### src/rtl/mul_div_if.sv
`default_nettype none
// ============================================================================
// Module  : mul_div_if
// Brief   : Request/response bundle between the EX-stage control logic and
//           the iterative multiply/divide unit.
// Revision: 1.0  initial release
// ============================================================================
interface mul_div_if #(
  parameter int WIDTH = 32
);
  logic               start;
  logic [1:0]         op;
  logic [WIDTH-1:0]   a;
  logic [WIDTH-1:0]   b;
  logic               busy;
  logic               done;
  logic [2*WIDTH-1:0] result;
  logic               div_by_zero;

  // Pipeline control side: issues requests, watches busy/done.
  modport master (
    output start, op, a, b,
    input  busy, done, result, div_by_zero
  );

  // Execution unit side.
  modport slave (
    input  start, op, a, b,
    output busy, done, result, div_by_zero
  );
endinterface
`default_nettype wire

### src/rtl/mul_div_unit.sv
`default_nettype none
// ============================================================================
// Module  : mul_div_unit
// Brief   : Iterative multu/mult/divu/div unit. Shift-add multiply and
//           restoring divide on operand magnitudes, one bit per clock, with
//           a single sign-fix cycle. Result is {HI,LO}.
// Revision: 1.0  initial release
// ============================================================================
module mul_div_unit #(
  parameter int WIDTH = 32
) (
  input  logic        clk,
  input  logic        rst_n,
  mul_div_if.slave    bus
);

  localparam int CNT_W = (WIDTH > 1) ? $clog2(WIDTH) : 1;
  localparam logic [CNT_W-1:0] LAST_ITER = CNT_W'(WIDTH - 1);

  typedef enum logic [1:0] {
    IDLE = 2'd0,
    RUN  = 2'd1,
    FIX  = 2'd2
  } state_t;

  state_t             r_state;
  state_t             w_next;

  // op[1] selects divide, op[0] selects signed.
  logic               r_is_div;
  logic               r_neg_r;
  logic               r_neg_rem;
  logic               r_b_zero;
  logic [CNT_W-1:0]   r_cnt;
  logic [WIDTH-1:0]   r_opnd;   // multiplicand magnitude or divisor magnitude
  logic [WIDTH-1:0]   r_hi;     // product high half / partial remainder
  logic [WIDTH-1:0]   r_lo;     // multiplier bits / dividend-then-quotient
  logic [2*WIDTH-1:0] r_result;
  logic               r_done;
  logic               r_dbz;

  logic [WIDTH-1:0]   w_a_mag;
  logic [WIDTH-1:0]   w_b_mag;
  logic [WIDTH:0]     w_mul_sum;
  logic [WIDTH:0]     w_div_shift;
  logic [WIDTH+1:0]   w_div_diff;
  logic               w_div_ok;
  logic [2*WIDTH-1:0] w_prod;
  logic [WIDTH-1:0]   w_quo;
  logic [WIDTH-1:0]   w_rem;
  logic [2*WIDTH-1:0] w_fix_result;

  // Magnitudes of the incoming operands; 2^(WIDTH-1) stays representable unsigned.
  assign w_a_mag = (bus.op[0] && bus.a[WIDTH-1]) ? -bus.a : bus.a;
  assign w_b_mag = (bus.op[0] && bus.b[WIDTH-1]) ? -bus.b : bus.b;

  // One multiply step: add multiplicand when the current multiplier LSB is set.
  assign w_mul_sum = {1'b0, r_hi} + (r_lo[0] ? {1'b0, r_opnd} : {(WIDTH+1){1'b0}});

  // One restoring-divide step: shift in next dividend bit, trial-subtract.
  assign w_div_shift = {r_hi, r_lo[WIDTH-1]};
  assign w_div_diff  = {1'b0, w_div_shift} - {2'b00, r_opnd};
  assign w_div_ok    = ~w_div_diff[WIDTH+1];

  // Sign correction. With a zero divisor the remainder is the dividend
  // magnitude, so re-applying the dividend sign reproduces the raw A exactly.
  assign w_prod       = {r_hi, r_lo};
  assign w_quo        = r_b_zero ? {WIDTH{1'b1}} : (r_neg_r ? -r_lo : r_lo);
  assign w_rem        = r_neg_rem ? -r_hi : r_hi;
  assign w_fix_result = r_is_div ? {w_rem, w_quo} : (r_neg_r ? -w_prod : w_prod);

  assign bus.busy        = (r_state != IDLE);
  assign bus.done        = r_done;
  assign bus.result      = r_result;
  assign bus.div_by_zero = r_dbz;

  // State register.
  always_ff @(posedge clk or negedge rst_n) begin
    if (!rst_n) r_state <= IDLE;
    else        r_state <= w_next;
  end

  // Next-state: accept only in IDLE, WIDTH iterations, one fix cycle.
  always_comb begin
    w_next = r_state;
    case (r_state)
      IDLE:    if (bus.start) w_next = RUN;
      RUN:     if (r_cnt == LAST_ITER) w_next = FIX;
      FIX:     w_next = IDLE;
      default: w_next = IDLE;
    endcase
  end

  // Datapath: latch operands on accept, iterate during RUN.
  always_ff @(posedge clk or negedge rst_n) begin
    if (!rst_n) begin
      r_is_div  <= 1'b0;
      r_neg_r   <= 1'b0;
      r_neg_rem <= 1'b0;
      r_b_zero  <= 1'b0;
      r_cnt     <= '0;
      r_opnd    <= '0;
      r_hi      <= '0;
      r_lo      <= '0;
    end else if (r_state == IDLE && bus.start) begin
      r_is_div  <= bus.op[1];
      r_neg_r   <= bus.op[0] & (bus.a[WIDTH-1] ^ bus.b[WIDTH-1]);
      r_neg_rem <= bus.op[0] & bus.op[1] & bus.a[WIDTH-1];
      r_b_zero  <= bus.op[1] & (bus.b == '0);
      r_cnt     <= '0;
      r_hi      <= '0;
      r_opnd    <= bus.op[1] ? w_b_mag : w_a_mag;
      r_lo      <= bus.op[1] ? w_a_mag : w_b_mag;
    end else if (r_state == RUN) begin
      r_cnt <= r_cnt + 1'b1;
      if (r_is_div) begin
        r_hi <= w_div_ok ? w_div_diff[WIDTH-1:0] : w_div_shift[WIDTH-1:0];
        r_lo <= {r_lo[WIDTH-2:0], w_div_ok};
      end else begin
        r_hi <= w_mul_sum[WIDTH:1];
        r_lo <= {w_mul_sum[0], r_lo[WIDTH-1:1]};
      end
    end
  end

  // Output registers: result updates only at the end of FIX, done/dbz pulse once.
  always_ff @(posedge clk or negedge rst_n) begin
    if (!rst_n) begin
      r_result <= '0;
      r_done   <= 1'b0;
      r_dbz    <= 1'b0;
    end else if (r_state == FIX) begin
      r_result <= w_fix_result;
      r_done   <= 1'b1;
      r_dbz    <= r_b_zero;
    end else begin
      r_done   <= 1'b0;
      r_dbz    <= 1'b0;
    end
  end

endmodule
`default_nettype wire

### src/flat_wrapper.sv
// flat-port wrapper written by rule: the top's interface ports become plain ports
module mul_div_unit_flat 
#(
  parameter int WIDTH = 32
)
  (clk, rst_n, bus_start, bus_op, bus_a, bus_b, bus_busy, bus_done, bus_result, bus_div_by_zero);
  mul_div_if #(.WIDTH(WIDTH)) bus_i ();
  input  logic clk;
  input  logic rst_n;
  input wire logic [$bits(bus_i.start)-1:0] bus_start;
  input wire logic [$bits(bus_i.op)-1:0] bus_op;
  input wire logic [$bits(bus_i.a)-1:0] bus_a;
  input wire logic [$bits(bus_i.b)-1:0] bus_b;
  output wire logic [$bits(bus_i.busy)-1:0] bus_busy;
  output wire logic [$bits(bus_i.done)-1:0] bus_done;
  output wire logic [$bits(bus_i.result)-1:0] bus_result;
  output wire logic [$bits(bus_i.div_by_zero)-1:0] bus_div_by_zero;
  assign bus_i.start = bus_start;
  assign bus_i.op = bus_op;
  assign bus_i.a = bus_a;
  assign bus_i.b = bus_b;
  assign bus_busy = bus_i.busy;
  assign bus_done = bus_i.done;
  assign bus_result = bus_i.result;
  assign bus_div_by_zero = bus_i.div_by_zero;
  mul_div_unit #(.WIDTH(WIDTH)) u_core (.clk(clk), .rst_n(rst_n), .bus(bus_i));
endmodule
### config.mk
export PLATFORM = sky130hd
export DESIGN_NAME = mul_div_unit_flat
export DESIGN_NICKNAME = d
export VERILOG_FILES = /design/src/rtl/mul_div_if.sv /design/src/rtl/mul_div_unit.sv /design/src/flat_wrapper.sv
export SDC_FILE = /design/constraint.sdc
export NUM_CORES = 1
export LEC_CHECK = 0
export ABC_AREA = 1
export ABC_CLOCK_PERIOD_IN_PS = 3000
export CORE_UTILIZATION = 33
export DETAILED_ROUTE_END_ITERATION = 6
export SYNTH_ARGS = -nofsm -noshare
export SYNTH_HDL_FRONTEND = slang
export SYNTH_SLANG_ARGS = --single-unit
### constraint.sdc
create_clock -name clk -period 3 [get_ports clk]
set_clock_uncertainty 0.15 [all_clocks]
set_input_delay 0.6 -clock clk [delete_from_list [all_inputs] [get_ports clk]]
set_output_delay 0.6 -clock clk [all_outputs]
set_load 0.01 [all_outputs]
# After elaboration in Yosys (flattened, before gate mapping)
# Cells that the tools add are included.
[totals]
out_inout_bits = 67
reg_bits = 173
input_bits = 69
wordCells = 63
[classes]
mux = 24
n_bitwise = 6
add_sub_neg = 8
eq_ne = 5
n_reduce_logical = 8
[ops]
columns = ["cell", "count"]
rows = [
  ["$mux 32", 15],
  ["$mux 64", 2],
  ["$neg 32->32", 4],
  ["$neg 64->64", 1],
  ["$sub 33x32->34", 1],
  ["$add 32x33->33", 1],
  ["$logic_not 32->1", 1],
  ["$mux 5", 2],
  ["$add 5x1->5 const B", 1],
  ["$eq 5x5->1 const B", 1],
  ["$and 1x1->1", 4],
  ["$mux 2", 2],
  ["$pmux 2 s2", 1],
  ["$reduce_bool 2->1", 2],
  ["$logic_and 1x1->1", 3],
  ["$eq 2x1->1 const B", 1],
  ["$eq 2x2->1 const B", 1],
  ["$logic_not 2->1", 1],
  ["$mux 1", 2],
  ["$ne 2x1->1 const B", 1],
  ["$ne 2x2->1 const B", 1],
  ["$reduce_and 2->1", 1],
  ["$not 1->1", 1],
  ["$xor 1x1->1", 1],
]

# Logic depth before layout (Yosys ltp)
[logic_depth]
word_depth = 5
depth_mapped = 21
ltp_nobuf = 19

# Least setup slack after synthesis
# Ideal clock, no wire load.
[synth_path]
kind = "flip-flop to flip-flop"
start = "register u_core.r_lo[0]"
end = "register u_core.r_hi[27]"
synth_period_minus_slack_ns = 2.680
path_slack_ns = 0.320
path_stages_with_launch = 22
n_path_buf = 2
arrival_ns = 2.414
t_required_ns = 2.734
setup_time_ns = 0.116
path_cell_list = "dfrtp_1 buf_2 clkbuf_1 nand2_1 inv_1 ha_1 inv_1 fa_1 inv_1 nand3_1 nand3_1 nand2_1 nand2_1 nand2_1 nand2_1 nand2_1 nand3_1 nand2_1 nor2_1 nor2_1 nand2_1 nand2_1"
[synth_between]
elab_chain_len = 5
[synth_rtl]
columns = ["element", "line_no", "rtl"]
rows = [
  ["from (decl)", "mul_div_unit.sv:37", "logic [WIDTH-1:0] r_lo;"],
  ["from (signal assigned)", "mul_div_unit.sv:113", "r_lo <= bus.op[1] ? w_a_mag : w_b_mag;"],
  ["from (signal assigned)", "mul_div_unit.sv:118", "r_lo <= {r_lo[WIDTH-2:0], w_div_ok};"],
  ["from (signal assigned)", "mul_div_unit.sv:121", "r_lo <= {w_mul_sum[0], r_lo[WIDTH-1:1]};"],
  ["$mux 32", "mul_div_unit.sv:58", "assign w_mul_sum = {1'b0, r_hi} + (r_lo[0] ? {1'b0, r_opnd} : {(WIDTH+1){1'b0}});"],
  ["$add 32x33->33", "mul_div_unit.sv:58", ""],
  ["$mux 32", "mul_div_unit.sv:116", "if (r_is_div) begin"],
  ["$mux 32", "mul_div_unit.sv:114", "end else if (r_state == RUN) begin"],
  ["$mux 32", "mul_div_unit.sv:105", "end else if (r_state == IDLE && bus.start) begin"],
  ["to (signal assigned)", "mul_div_unit.sv:117", "r_hi <= w_div_ok ? w_div_diff[WIDTH-1:0] : w_div_shift[WIDTH-1:0];"],
  ["to (signal assigned)", "mul_div_unit.sv:120", "r_hi <= w_mul_sum[WIDTH:1];"],
  ["to (decl)", "mul_div_unit.sv:36", "logic [WIDTH-1:0] r_hi;"],
]
# No other way between the ends. The select of a mux whose other input is x is not followed.
# A chain may end at the register's enable or synchronous reset.

# Worst setup path after layout
[layout_path]
start = "register u_core.r_opnd[0]"
end = "register u_core.r_hi[27]"
[layout_between]
elab_chain_len = 5
elab_cells_between_ends = 7
classes_between = "add/sub (2); mux (5)"
[layout_rtl]
columns = ["element", "line_no", "rtl"]
rows = [
  ["from (decl)", "mul_div_unit.sv:35", "logic [WIDTH-1:0] r_opnd;"],
  ["from (signal assigned)", "mul_div_unit.sv:112", "r_opnd <= bus.op[1] ? w_b_mag : w_a_mag;"],
  ["$mux 32 / $sub 33x32->34 (equally long branches)", "mul_div_unit.sv:58, mul_div_unit.sv:62", ""],
  ["$add 32x33->33 / $mux 32 (equally long branches)", "mul_div_unit.sv:58, mul_div_unit.sv:117", ""],
  ["$mux 32 *", "mul_div_unit.sv:116", ""],
  ["$mux 32 *", "mul_div_unit.sv:114", ""],
  ["$mux 32 *", "mul_div_unit.sv:105", ""],
]
# Every way passes the cells marked *; elsewhere a longest branch is shown, timed or not. The select of a mux whose other input is x is not followed.

==> results.cfg <==
[detailed_routing]
wl_per_cell_um = 19.1
drt_iter0_markers = 2097
ant_nets = 0
dr.pass1.iters = 7
vias = 20200
routed_via_density = 5.18
wirelength_mm = 74.5
drc = 6

[clock_tree]
clock_sinks = 173
path_clk_slew_ns = 0.08
tritoncts = yes
numCtsBuffers = 17
insertion_delay_ns = 0.50
cts_max_level = 4
cts_root_buffer = clkbuf_16
cts_max_path_buffers = 2

[pwr]
p_sw_w = 0.0153
leakagePower_nw = 10.8
pwr-share-seq_pct = 16.1
combPwrFrac_pct = 74.5
p_per_area_mw_per_mm2 = 1250
vdd_drop_max_mv = 0.539
p_int_w = 0.0110
pwr-share-clk_pct = 9.5
switching_share_pct = 58.2

[sta]
fin_setup_tns_ns = 0
rsz0062_at_grt = false
slew_violations = 0
fmax_mhz = 354
min_period_ns = 2.82
tightest_slew_ns = 0.732
setup_viol_count_final = 0
relSlewSlack_pct = 51.2
holdWs_ns = 0.332
fin_crit_sh_pct = 94.1
hold_viol_final = 0

[synth]
netlist_top_cells_count = nand2_1 (1016), inv_1 (462), nand3_1 (293)
synth_edf_count = 0
synth_seq_cells = 173
syn_area_mm2 = 0.0176
synth_area_per_cell_um2 = 5.86
synthCells = 3008
synth-main-ff-cell = dfrtp_1
yosys.cell_count.top_type = nand2_1
yosysTopAreaCell = dfrtp_1
ys_top_cells_by_area = dfrtp_1 (25%), nand2_1 (22%), inv_1 (9.8%)
synth_top_area_share_pct = 24.6
seq_area_frac_synth_pct = 24.6
async_reset_ff_share_pct = 100
synth_cell_types = 51
ys_warn_count = 0
syn-num-nets = 3149

[grt]
grt_max_degree = 64
antenna_found_initial = 0
track_usage_pct = 27.7
grt_pass1_wl_mm = 112
grt_pass1_vias = 18800
grt-ovfl-total = 0

[cells_and_area]
nNetsFinal = 3337
diodes = 0
area_growth_pct = 20.0
fill_cells = 5763
ff_latch_area_mm2 = 0.00433
multi_input_area_mm2 = 0.0111
drive_above_1_share_pct = 7.29

[floorplanning]
ios = 136
core-area_mm2 = 0.0527
start_util_pct = 33.5
dieHeight_um = 233
die-area_mm2 = 0.0543
rows = 84
fp.dieW_um = 233

[critical_path]
crit_chain = nand2_1 -> inv_1 -> ha_1 -> inv_1 -> fa_1 -> inv_1 -> nand3_1 -> nand3_1 -> nand2_1 -> nand2_1 -> nand2_1 -> nand2_1 -> nand2_1 -> nand3_1 -> nand2_1 -> nor2_1 -> nor2_1 -> nand2_1 -> nand2_1
cp.arrival_ns = 3.06
slowest_delay_ns = 0.50
critPathSlowestCell = fa_1
cp-end-kind = register
critPathLaunchType = register
path_max_fanout = 4
path_class = register to register
critical_path_required_ns = 3.24
crit_top_cell = nand2_1

[outcome]
status = finished, violations left
violations = DRC

[placed_design]
place.gp.congestion = 1.02
hpwl_mm = 61.2
port_buffers = 135

[run]
maxCapViolations = 0

[min_path]
hold_path_class = register to register
## layer usage
metal	share of wire, %	wire length (um)	vias to the layer above	GRT usage [%]
met2	44	32400	855	42.6
li1	-	-	9941	-
met1	44	32600	9247	37.0
met5	0	0	-	0
met3	7.3	5450	144	4.35
met4	5.5	4070	0	15.0
## worst max-delay path: cells and delay by family (launching register included)
kind,cells,cell delay (ns)
simple gates,14,1.23
fa+ha+maj,2,0.66
flops,1,0.42
buf+inv,3,0.25
## cell type report
class                   instances  area share [%]
inverters                     478            8.50
flip-flops and latches        173            20.5
clock buffers                  17            2.01
multi-input cells            2268            52.7
clock inverters                15            1.06
well taps                     688            4.07
repair buffers                258            11.2
## cells by family (layout without fill, tap and decap cells)
group	count (synthesis)	in the layout	share of synthesized area, %
simple gates	1740	1740	41.7
flops	173	173	24.6
compound gates	382	382	12.4
buf+inv	567	768	12.4
xor+xnor	74	74	3.68
fa+ha+maj	72	72	5.20
## path summary, 6_finish.rpt
check                                             startpoint                                end  slack [ns]  depth (start not counted)
max in group asynchronous                              rst_n        u_core.r_hi[23]$_DFFE_PN0P_        1.51                          3
setup / recovery                u_core.r_opnd[0]$_DFFE_PN0P_        u_core.r_hi[27]$_DFFE_PN0P_        0.18                         19
setup reg to reg                u_core.r_opnd[0]$_DFFE_PN0P_        u_core.r_hi[27]$_DFFE_PN0P_        0.18                         19
hold reg to reg            u_core.bus.result[40]$_DFFE_PN0P_  u_core.bus.result[40]$_DFFE_PN0P_        0.33                          2
min in group asynchronous                              rst_n   u_core.bus.result[4]$_DFFE_PN0P_        0.45                          2
hold / removal             u_core.bus.result[40]$_DFFE_PN0P_  u_core.bus.result[40]$_DFFE_PN0P_        0.33                          2
## power by group through the flow
stage / clock (W) / sequential (W) / combinational [W]
final: 0.00250 / 0.00424 / 0.0196
after global routing: 0.00261 / 0.00428 / 0.0217
after CTS: 0.00255 / 0.00417 / 0.0193
after detailed placement: 0 / 0.00421 / 0.0192
after global placement: 0 / 0.00422 / 0.0192
after floorplan: 0 / 0.00385 / 0.0127
## what timing repair did
item / CTS / global route
hold buffers: 1 / 0
endpoints found under the setup margin: 0 / 6
resized for setup: 0 / 3
hold endpoints to repair: 40 / 0
buffers inserted: 0 / 0
## sequential cells by signal, summed over array words and instances, names as in the netlist
| register | cells |
|---|---|
| u_core.r_b_zero | 1 |
| u_core.r_state | 2 |
| u_core.r_opnd | 32 |
| u_core.r_hi | 32 |
| u_core.r_cnt | 5 |
| u_core.r_lo | 32 |
| u_core.bus.div_by_zero | 1 |
| u_core.r_neg_rem | 1 |
| u_core.bus.done | 1 |
| u_core.bus.result | 64 |
| u_core.r_neg_r | 1 |
| u_core.r_is_div | 1 |
## layout by cell type (no fill, tap or decap), types with 18 or more instances in the layout
cell                n
a21oi_1           103
buf_4             114
clkdlybuf4s50_1   134
dfrtp_1           172
ha_1               70
inv_1             461
nand2_1          1015
nand3_1           293
nand4_1            56
nor2_1            272
nor3_1             31
o211ai_1           35
o21ai_0           152
o21ai_1            18
xor2_1             62
## stage by stage
stage	util, %	power [W]	std cells	instance area, um^2	setup slack (ns)
6_report	40.1	0.0264	3897	21100	0.178
5_1_grt	40.1	0.0286	3897	21100	0.0289
4_1_cts	40.1	0.0260	3897	21100	0.194
3_5_place_dp	38.9	0.0234	3864	20500	0.110
3_3_place_gp	38.9	0.0234	3864	20500	0.107
2_1_floorplan	-	0.0166	3008	17600	0.320
(Power assumes the default switching activity.)
